--- config.mk ---
export PLATFORM = sky130hd
export DESIGN_NAME = hdlc_rx_deframer
export DESIGN_NICKNAME = d
export VERILOG_FILES = /design/src/rtl/hdlc_rx_deframer.sv
export SDC_FILE = /design/constraint.sdc
export NUM_CORES = 1
export LEC_CHECK = 0
export ABC_AREA = 1
export BUFFER_PORTS_ARGS = -buffer_cell sky130_fd_sc_hd__buf_2
export CAP_MARGIN = 20
export CORE_MARGIN = 8
export CORE_UTILIZATION = 58
export DETAILED_ROUTE_END_ITERATION = 8
export PLACE_DENSITY = 0.89
export SYNTH_ARGS = -nofsm -noshare
export SYNTH_HDL_FRONTEND = slang
export SYNTH_SLANG_ARGS = --single-unit
--- constraint.sdc ---
create_clock -name Clk -period 2.1 [get_ports Clk]
set_input_delay 0.42 -clock Clk [delete_from_list [all_inputs] [get_ports Clk]]
set_output_delay 0.42 -clock Clk [all_outputs]
set_load 0.005 [all_outputs]
--- src/rtl/hdlc_rx_deframer.sv ---
// HDLC Rx deframer: flag hunt, zero deletion, abort, byte assembly, size/overflow.
// Define HDLC_RX_FCS_EN to add the CRC-16/X.25 FCS check.
module hdlc_rx_deframer #(
  parameter int MAX_BYTES = 126,
  parameter int MIN_BYTES = 4,
  parameter int SIZE_W    = 8
) (
  input  logic              Clk,
  input  logic              Rst,
  input  logic              RxEN,
  input  logic              Rx,
  input  logic              Rx_Drop,
  output logic [7:0]        Rx_Data,
  output logic              Rx_DataValid,
  output logic              Rx_FlagDetect,
  output logic              Rx_AbortDetect,
  output logic              Rx_ValidFrame,
  output logic              Rx_EoF,
  output logic              Rx_FrameError,
  output logic [SIZE_W-1:0] Rx_FrameSize,
  output logic              Rx_Overflow
);

  typedef enum logic [1:0] {
    HUNT  = 2'd0,
    OPEN  = 2'd1,
    FRAME = 2'd2
  } state_t;

  localparam logic [SIZE_W-1:0] MAX_C = SIZE_W'(MAX_BYTES);
  localparam logic [SIZE_W-1:0] SAT_C = SIZE_W'(MAX_BYTES + 1);
  localparam logic [SIZE_W-1:0] MIN_C = SIZE_W'(MIN_BYTES);
  localparam logic [SIZE_W-1:0] ONE_C = SIZE_W'(1);

  state_t            state, state_nxt;
  logic [7:0]        win, win_nxt;
  logic [7:0]        sh, sh_nxt;
  logic [3:0]        skip;
  logic [2:0]        ones;
  logic [2:0]        bits, bits_after;
  logic [SIZE_W-1:0] cnt, cnt_after, size_val;

  logic drop, strobe, exit_b;
  logic is_flag, is_abort;
  logic live, keep, done;
  logic emit, ovf_hit, in_frame, ovf_after;
  logic fcs_bad, eof_d, err_d;

  // Drop beats a same-cycle strobe; the flag's own 8 bits are
  // flushed through the window (skip) before data assembly resumes.
  assign drop       = Rx_Drop && (state != HUNT);
  assign strobe     = RxEN && !drop;
  assign win_nxt    = {Rx, win[7:1]};
  assign exit_b     = win[0];
  assign is_flag    = strobe && (win_nxt == 8'h7E);
  assign is_abort   = strobe && (&win_nxt[7:1]);
  assign live       = strobe && (state != HUNT) && !is_abort
                      && (skip == 4'd0);
  assign keep       = live && !(!exit_b && (ones == 3'd5));
  assign done       = keep && (bits == 3'd7);
  assign sh_nxt     = {exit_b, sh[7:1]};
  assign bits_after = keep ? bits + 3'd1 : bits;
  assign emit       = done && (cnt < MAX_C);
  assign ovf_hit    = done && (cnt >= MAX_C);
  assign cnt_after  = emit ? cnt + ONE_C : (ovf_hit ? SAT_C : cnt);
  assign in_frame   = (state == FRAME) || ((state == OPEN) && done);
  assign ovf_after  = ((state == OPEN) && done) ? 1'b0
                      : (Rx_Overflow || ovf_hit);

`ifdef HDLC_RX_FCS_EN
  logic [15:0] crc, crc_nxt;

  assign crc_nxt  = !keep ? crc
                    : ({1'b0, crc[15:1]}
                       ^ ((crc[0] ^ exit_b) ? 16'h8408 : 16'h0000));
  assign fcs_bad  = (crc_nxt != 16'hF0B8);
  assign size_val = (cnt_after < SIZE_W'(2)) ? '0
                    : cnt_after - SIZE_W'(2);

  // CRC restarts on every flag, runs over each kept bit
  always_ff @(posedge Clk) begin
    if (Rst)
      crc <= 16'h0000;
    else if (is_flag || is_abort)
      crc <= 16'hFFFF;
    else if (strobe)
      crc <= crc_nxt;
  end
`else
  assign fcs_bad  = 1'b0;
  assign size_val = cnt_after;
`endif

  // State register
  always_ff @(posedge Clk) begin
    if (Rst)
      state <= HUNT;
    else
      state <= state_nxt;
  end

  // Next state: drop, then abort, then flag, then first byte
  always_comb begin
    state_nxt = state;
    if (drop)
      state_nxt = HUNT;
    else if (is_abort)
      state_nxt = HUNT;
    else if (is_flag)
      state_nxt = OPEN;
    else if ((state == OPEN) && done)
      state_nxt = FRAME;
  end

  // End-of-frame decode and error status
  always_comb begin
    eof_d = 1'b0;
    err_d = 1'b0;
    if (is_abort) begin
      eof_d = (state == FRAME);
      err_d = 1'b1;
    end else if (is_flag && in_frame) begin
      eof_d = 1'b1;
      err_d = (bits_after != 3'd0) || (cnt_after < MIN_C)
              || ovf_after || fcs_bad;
    end
  end

  // Window, destuffing and byte assembly datapath
  always_ff @(posedge Clk) begin
    if (Rst) begin
      win  <= '0;
      skip <= '0;
      ones <= '0;
      sh   <= '0;
      bits <= '0;
      cnt  <= '0;
    end else if (strobe) begin
      win <= win_nxt;
      if (is_flag || is_abort) begin
        skip <= is_flag ? 4'd8 : 4'd0;
        ones <= '0;
        sh   <= '0;
        bits <= '0;
        cnt  <= '0;
      end else begin
        if (skip != 4'd0)
          skip <= skip - 4'd1;
        if (live)
          ones <= !exit_b ? 3'd0
                  : ((ones == 3'd7) ? ones : ones + 3'd1);
        if (keep) begin
          sh   <= sh_nxt;
          bits <= bits_after;
        end
        cnt <= cnt_after;
      end
    end
  end

  // Registered outputs
  always_ff @(posedge Clk) begin
    if (Rst) begin
      Rx_Data        <= '0;
      Rx_DataValid   <= 1'b0;
      Rx_FlagDetect  <= 1'b0;
      Rx_AbortDetect <= 1'b0;
      Rx_ValidFrame  <= 1'b0;
      Rx_EoF         <= 1'b0;
      Rx_FrameError  <= 1'b0;
      Rx_FrameSize   <= '0;
      Rx_Overflow    <= 1'b0;
    end else begin
      Rx_DataValid   <= emit;
      Rx_FlagDetect  <= is_flag;
      Rx_AbortDetect <= is_abort;
      Rx_EoF         <= eof_d;
      Rx_ValidFrame  <= (state_nxt != HUNT);
      Rx_Overflow    <= ovf_after;
      if (emit)
        Rx_Data <= sh_nxt;
      if (eof_d) begin
        Rx_FrameError <= err_d;
        Rx_FrameSize  <= size_val;
      end
    end
  end

endmodule

---- Yosys cells after proc, flatten, opt, wreduce, memory -nomap -nowiden ----
Index checks and enable logic that the tools add are counted.
word-level totals
  register bits ........................... 59
  input port bits ......................... 5
  output and inout bits ................... 23
  logic and storage cells ................. 89
operators by class
  $add $sub $neg .......................... 4
  $lt $le $gt $ge ......................... 3
  eq/ne operators ......................... 7
  mux-type cells .......................... 24
  reductions and logical operators ........ 35
operators with widths
  cell                                                                   number
  8-bit two-way mux                                                      5
  3-bit two-way mux                                                      7
  1-bit logical AND                                                      14
  4-bit two-way mux                                                      3
  2-bit nonzero test                                                     5
  3-bit equality test, second input constant                             3
  8-bit by 1-bit adder with 8-bit output, second input constant          1
  8-bit by 7-bit equality test with 1-bit output, second input constant  1
  8-bit by 7-bit >= comparator with 1-bit output, second input constant  1
  8-bit by 3-bit < comparator with 1-bit output, second input constant   1
  8-bit by 7-bit < comparator with 1-bit output, second input constant   1
  2-bit two-way mux                                                      4
  7-bit AND reduction                                                    1
  3-bit by 1-bit adder with 3-bit output, second input constant          2
  1-bit logical OR                                                       5
  1-bit two-way mux                                                      5
  1-bit logical NOT                                                      4
  4-bit logical NOT                                                      1
  2-bit AND reduction                                                    2
  4-bit nonzero test                                                     1
  4-bit by 1-bit subtractor with 4-bit output, second input constant     1
  3-bit inequality test, second input constant                           1
  3-bit AND reduction                                                    1
  3-bit nonzero test                                                     1
  2 further kinds                                                        2

---- Longest topological paths before layout ----
  depth in word-level cells ............... 18
  depth in mapped cells ................... 13
  depth with buffers taken out ............ 13

---- Worst setup path after synthesis ----
Ideal clock, no wire load.
  path kind ............................... reg-to-reg
  start point ............................. reg skip[0]
  end point ............................... reg Rx_FrameSize[1]
  library setup time ...................... 0.116 ns
  arrival ................................. 1.634 ns
  required time ........................... 1.984 ns
  setup slack ............................. 0.351 ns
  stages on the path, launching flop included .. 13
  buffers on the path ..................... 0
  period minus slack after synthesis ...... 1.749 ns
  cell sequence ........................... dfxtp_1 > inv_1 > ha_1 > nand2_1 > nor2_2 > nand4_2 > nor2_4 > nand3_2 > nand2_2 > nand2_4 > nand2_4 > and2_1 > nor2_1
between the ends
  word-level cells in the longest chain between the ends .. 9
  elaborated cells on any way between the ends .. 13
  those cells by class .................... 4 x mux; 9 x reduce/logical
ends and longest elaborated chain
  element                 line  text
  from (decl)             38    logic [3:0] skip;
  from (signal assigned)  141   skip <= is_flag ? 4'd8 : 4'd0;
  from (signal assigned)  148   skip <= skip - 4'd1;
  4-bit logical NOT *     58    && (skip == 4'd0);
  1-bit logical AND *     58
  1-bit logical AND *     59    assign keep = live && !(!exit_b && (ones == 3'd5));
  1-bit logical AND *     60    assign done = keep && (bits == 3'd7);
  1-bit logical AND       66    assign in_frame = (state == FRAME) || ((state == OPEN) && done);
  1-bit logical OR        66
  1-bit logical AND       122   end else if (is_flag && in_frame) begin
  1-bit two-way mux       122
  1-bit two-way mux       119   if (is_abort) begin
  to (signal assigned)    184   Rx_FrameSize <= size_val;
  to (decl)               20    output logic [SIZE_W-1:0] Rx_FrameSize,
Mark *: on every way between the ends. The rest lies on a longest branch, timed or not.
A chain may end at the register's enable or synchronous reset.

---- Worst setup path after layout ----
  start point ............................. reg state[1]
  end point ............................... reg skip[3]
between the ends
  word-level cells in the longest chain between the ends .. 8
  elaborated cells on any way between the ends .. 11
  those cells by class .................... 2 x mux; 9 x reduce/logical
ends and longest elaborated chain
  element                               line    text
  from (decl)                           35      state_t state, state_nxt;
  from (signal assigned)                99      state <= state_nxt;
  2-bit nonzero test *                  51      assign drop = Rx_Drop && (state != HUNT);
  1-bit logical AND *                   51
  1-bit logical NOT *                   52      assign strobe = RxEN && !drop;
  1-bit logical AND *                   52
  1-bit logical AND (on tied branches)  55, 56
  1-bit logical OR                      140     if (is_flag || is_abort) begin
  2-bit nonzero test (no source line)   n/a
  2-bit AND reduction (no source line)  n/a
Marks and branches as above.

==> impl_metrics.py <==
metrics = {
    "run_status": {
        "status": "finished, violations left",
        "violations": "setup timing",
    },
    "synthesis": {
        "synthCells": 351,
        "synth-seq-area-share": 0.437,
        "synth_cell_types": 35,
        "synth_area_per_cell_um2": 7.57,
        "synthTopCellsByCount": "nand2_1, dfxtp_1, nor2_1, inv_1",
        "synth_area_mm2": 0.00266,
        "ys.flop_type": "dfxtp_1",
        "synth_edf_count": 0,
        "synth_top_area_share": 0.437,
        "synth_nets": 364,
        "async_flop_share": 0,
        "synthTopCellsByArea": "dfxtp_1, nand2_1, nor2_1, a21oi_1, o21ai_0",
        "synth_warnings": 0,
        "ys_ff_latch": 58,
        "synth.most_common_cell": "nand2_1",
        "synth_top_area_cell": "dfxtp_1",
    },
    "timing": {
        "fin_skew_ns": 0.00516,
        "tightest_slew_ns": 0.727,
        "fin_crit_sh": 1.00,
        "relSlewSlack": 0.515,
        "hold_viol": 0,
        "hold_ws_ns": 0.391,
        "setup_ws_ns": -0.00587,
        "min_period_ns": 2.11,
        "slew_violations": 0,
        "setup-tns-final_ns": -0.00587,
        "fmax_mhz": 475,
        "setup_viol": 1,
        "rsz0062_at_grt": "true",
    },
    "grt": {
        "grt_util_all_layers": 0.175,
        "grt_max_degree": 32,
        "grt_pass1_wl_mm": 10.1,
        "grt.overflow.total": 0,
        "grt_pass1_vias": 2253,
        "antenna_found_initial": 0,
    },
    "cells_and_area": {
        "drive_gt1_frac": 0.208,
        "final_core_util": 0.719,
        "fillers": 318,
        "final_area_mm2": 0.00315,
        "antennaDiodeCount": 0,
        "multi_input_area_mm2": 0.00137,
        "nNetsFinal": 404,
        "seq_area_mm2": 0.00116,
        "area_growth_pct": 18.5,
    },
    "die": {
        "pin_count": 28,
        "die_h_um": 83.7,
        "die_w_um": 83.7,
        "rows": 24,
        "core_area_mm2": 0.00438,
        "die-area_mm2": 0.00700,
        "initial_utilization": 0.606,
    },
    "job": {
        "max-cap-violations": 0,
    },
    "setup_path": {
        "r2r_cells": 12,
        "worstPathCellList": "nor2_4, nor2_2, nor2_4, buf_6, inv_4, nor2_4, inv_4, nand2_4, inv_2, a21oi_4, o21ai_0, a21oi_1",
        "arrival_ns": 2.37,
        "required_ns": 2.36,
        "cp.buffers_inverters": 4,
        "cp-start-kind": "flip-flop",
        "crit_slowest_cell": "dfxtp_1",
        "crit_path_end_kind": "flip-flop",
        "critPathKind": "flip-flop to flip-flop",
        "crit_top_cell": "nor2_4",
        "critical_path.max_fanout": 9,
        "reg2reg_slack_ns": -0.006,
        "r2r_start": "state[1]",
        "rr_endpoint": "skip[3]",
        "cpPeakStageDelay_ns": 0.38,
        "path_delay_family": "simple AND/OR/NAND/NOR gates",
    },
    "cts": {
        "clock_path_buffers": 2,
        "cts_tree": "yes",
        "clkTransAtPathRegs_ns": 0.06,
        "cts_made_buffers": 9,
        "cts-root-buf": "clkbuf_8",
        "clkSinkCount": 58,
        "clk_latency_ns": 0.34,
        "postCtsHoldBufs": 0,
        "htree_num_levels": 3,
    },
    "power_and_ir_drop": {
        "swShare": 0.259,
        "p_per_area_mw_per_mm2": 822,
        "p_leak_nw": 1.42,
        "peakVddDrop_mv": 0.708,
        "clockPowerShare": 0.410,
        "power_switching_uw": 670,
        "seqPwrFrac": 0.454,
        "pwr-share-comb": 0.136,
        "intPower_mw": 1.92,
    },
    "routing": {
        "vias_per_cell": 5.53,
        "dr.pass1.iters": 6,
        "num_vias": 2470,
        "drt-total-wl_mm": 6.53,
        "drt_drc_violations_left": 0,
        "final_antenna_net_count": 0,
        "wl_per_cell_um": 14.6,
        "drt-initial-drc-count": 277,
    },
    "min_path": {
        "whs_endpoint": "win[7]",
        "min_from": "Rx",
        "hold_path_class": "input pin to flip-flop",
        "hold_path_depth": 3,
    },
    "placement": {
        "port_buffers": 27,
        "gp_congestion": 0.848,
        "dp_hpwl_mm": 4.13,
        "placed_area_mm2": 0.00287,
    },
}
sequential cells by signal, indices dropped and copies added, names as in the netlist, 2 cells and up:
register and flops:
win 8, Rx_Data 8, Rx_FrameSize 8, cnt 8, skip 4, state 2
sh 7, ones 3, bits 3
cell families (layout without fill, tap and decap cells):
logic type               count (synthesis)  in the layout  synth area share
AO/OA/AOI/OAI                           63             63             0.129
XOR/XNOR                                 3              3           0.00989
adder cells (fa/ha/maj)                  8              8            0.0377
buffers and inverters                   41             85            0.0636
flip-flops                              58             58             0.437
AND/OR/NAND/NOR                        178            178             0.323
layout make-up:
cell class	count	share of cell area
Inverter	32	0.0397
Tap cell	52	0.0207
Clock inverter	2	0.0111
Multi-Input combinational cell	252	0.436
Sequential cell	58	0.369
Clock buffer	13	0.0536
Timing Repair Buffer	38	0.0703
power by group through the flow:
| stage | Clock (mW) | Combinational (mW) | Sequential, mW |
|---|---|---|---|
| after CTS | 1.07 | 0.326 | 1.18 |
| after detailed placement | 0 | 0.324 | 1.20 |
| after global placement | 0 | 0.313 | 1.20 |
| after global routing | 1.11 | 0.400 | 1.18 |
| after floorplan | 0 | 0.273 | 1.19 |
| final | 1.06 | 0.353 | 1.18 |
worst max-delay path by stage:
stage	start	endpoint	slack, ns	depth (start not counted)
global placement	Rx_Drop	ones[2]	0.18	14
global route	state[1]	skip[3]	-0.16	12
detailed placement	skip[0]	Rx_FrameSize[1]	0.07	10
finish	state[1]	skip[3]	-0.006	12
CTS	skip[0]	Rx_FrameSize[1]	0.05	10
floorplan	skip[0]	Rx_FrameSize[1]	0.35	12
stage by stage:
step                      power, mW  worst slack, ns  instances
after global placement         1.51            0.184        428
after floorplan                1.47            0.351        351
after CTS                      2.57           0.0465        443
after global routing           2.70           -0.163        447
final                          2.59         -0.00587        447
after detailed placement       1.52           0.0652        428
worst reg2reg max path: stages (launching register included):
cell	delay (ns)
dfxtp_1	0.38
nor2_4	0.19
nor2_2	0.07
nor2_4	0.16
buf_6	0.17
inv_4	0.05
nor2_4	0.13
inv_4	0.07
nand2_4	0.11
inv_2	0.09
a21oi_4	0.21
o21ai_0	0.16
a21oi_1	0.24
metal layers:
layer | up-vias | track usage | routed length, µm
li1 | 1224 | - | -
met4 | 0 | 0.0816 | 189
met3 | 24 | 0.0654 | 382
met1 | 1139 | 0.191 | 2690
met2 | 83 | 0.291 | 3260
met5 | - | 0 | 0
timing repair:
action	CTS	global route
gates resized for setup	0	11
setup endpoints to repair	0	23
setup buffers	0	4
cell usage in the layout, fill, tap and decap left out, types with 12 or more instances in the layout:
master,Yosys,routed
nand2_1,70,68
dfxtp_1,58,58
nor2_1,53,53
inv_1,28,28
buf_2,2,27
o21ai_0,26,26
a21oi_1,26,26
nand3_1,14,14
nor3_1,12,12
clkbuf_8,0,12
(Power assumes the default switching activity.)
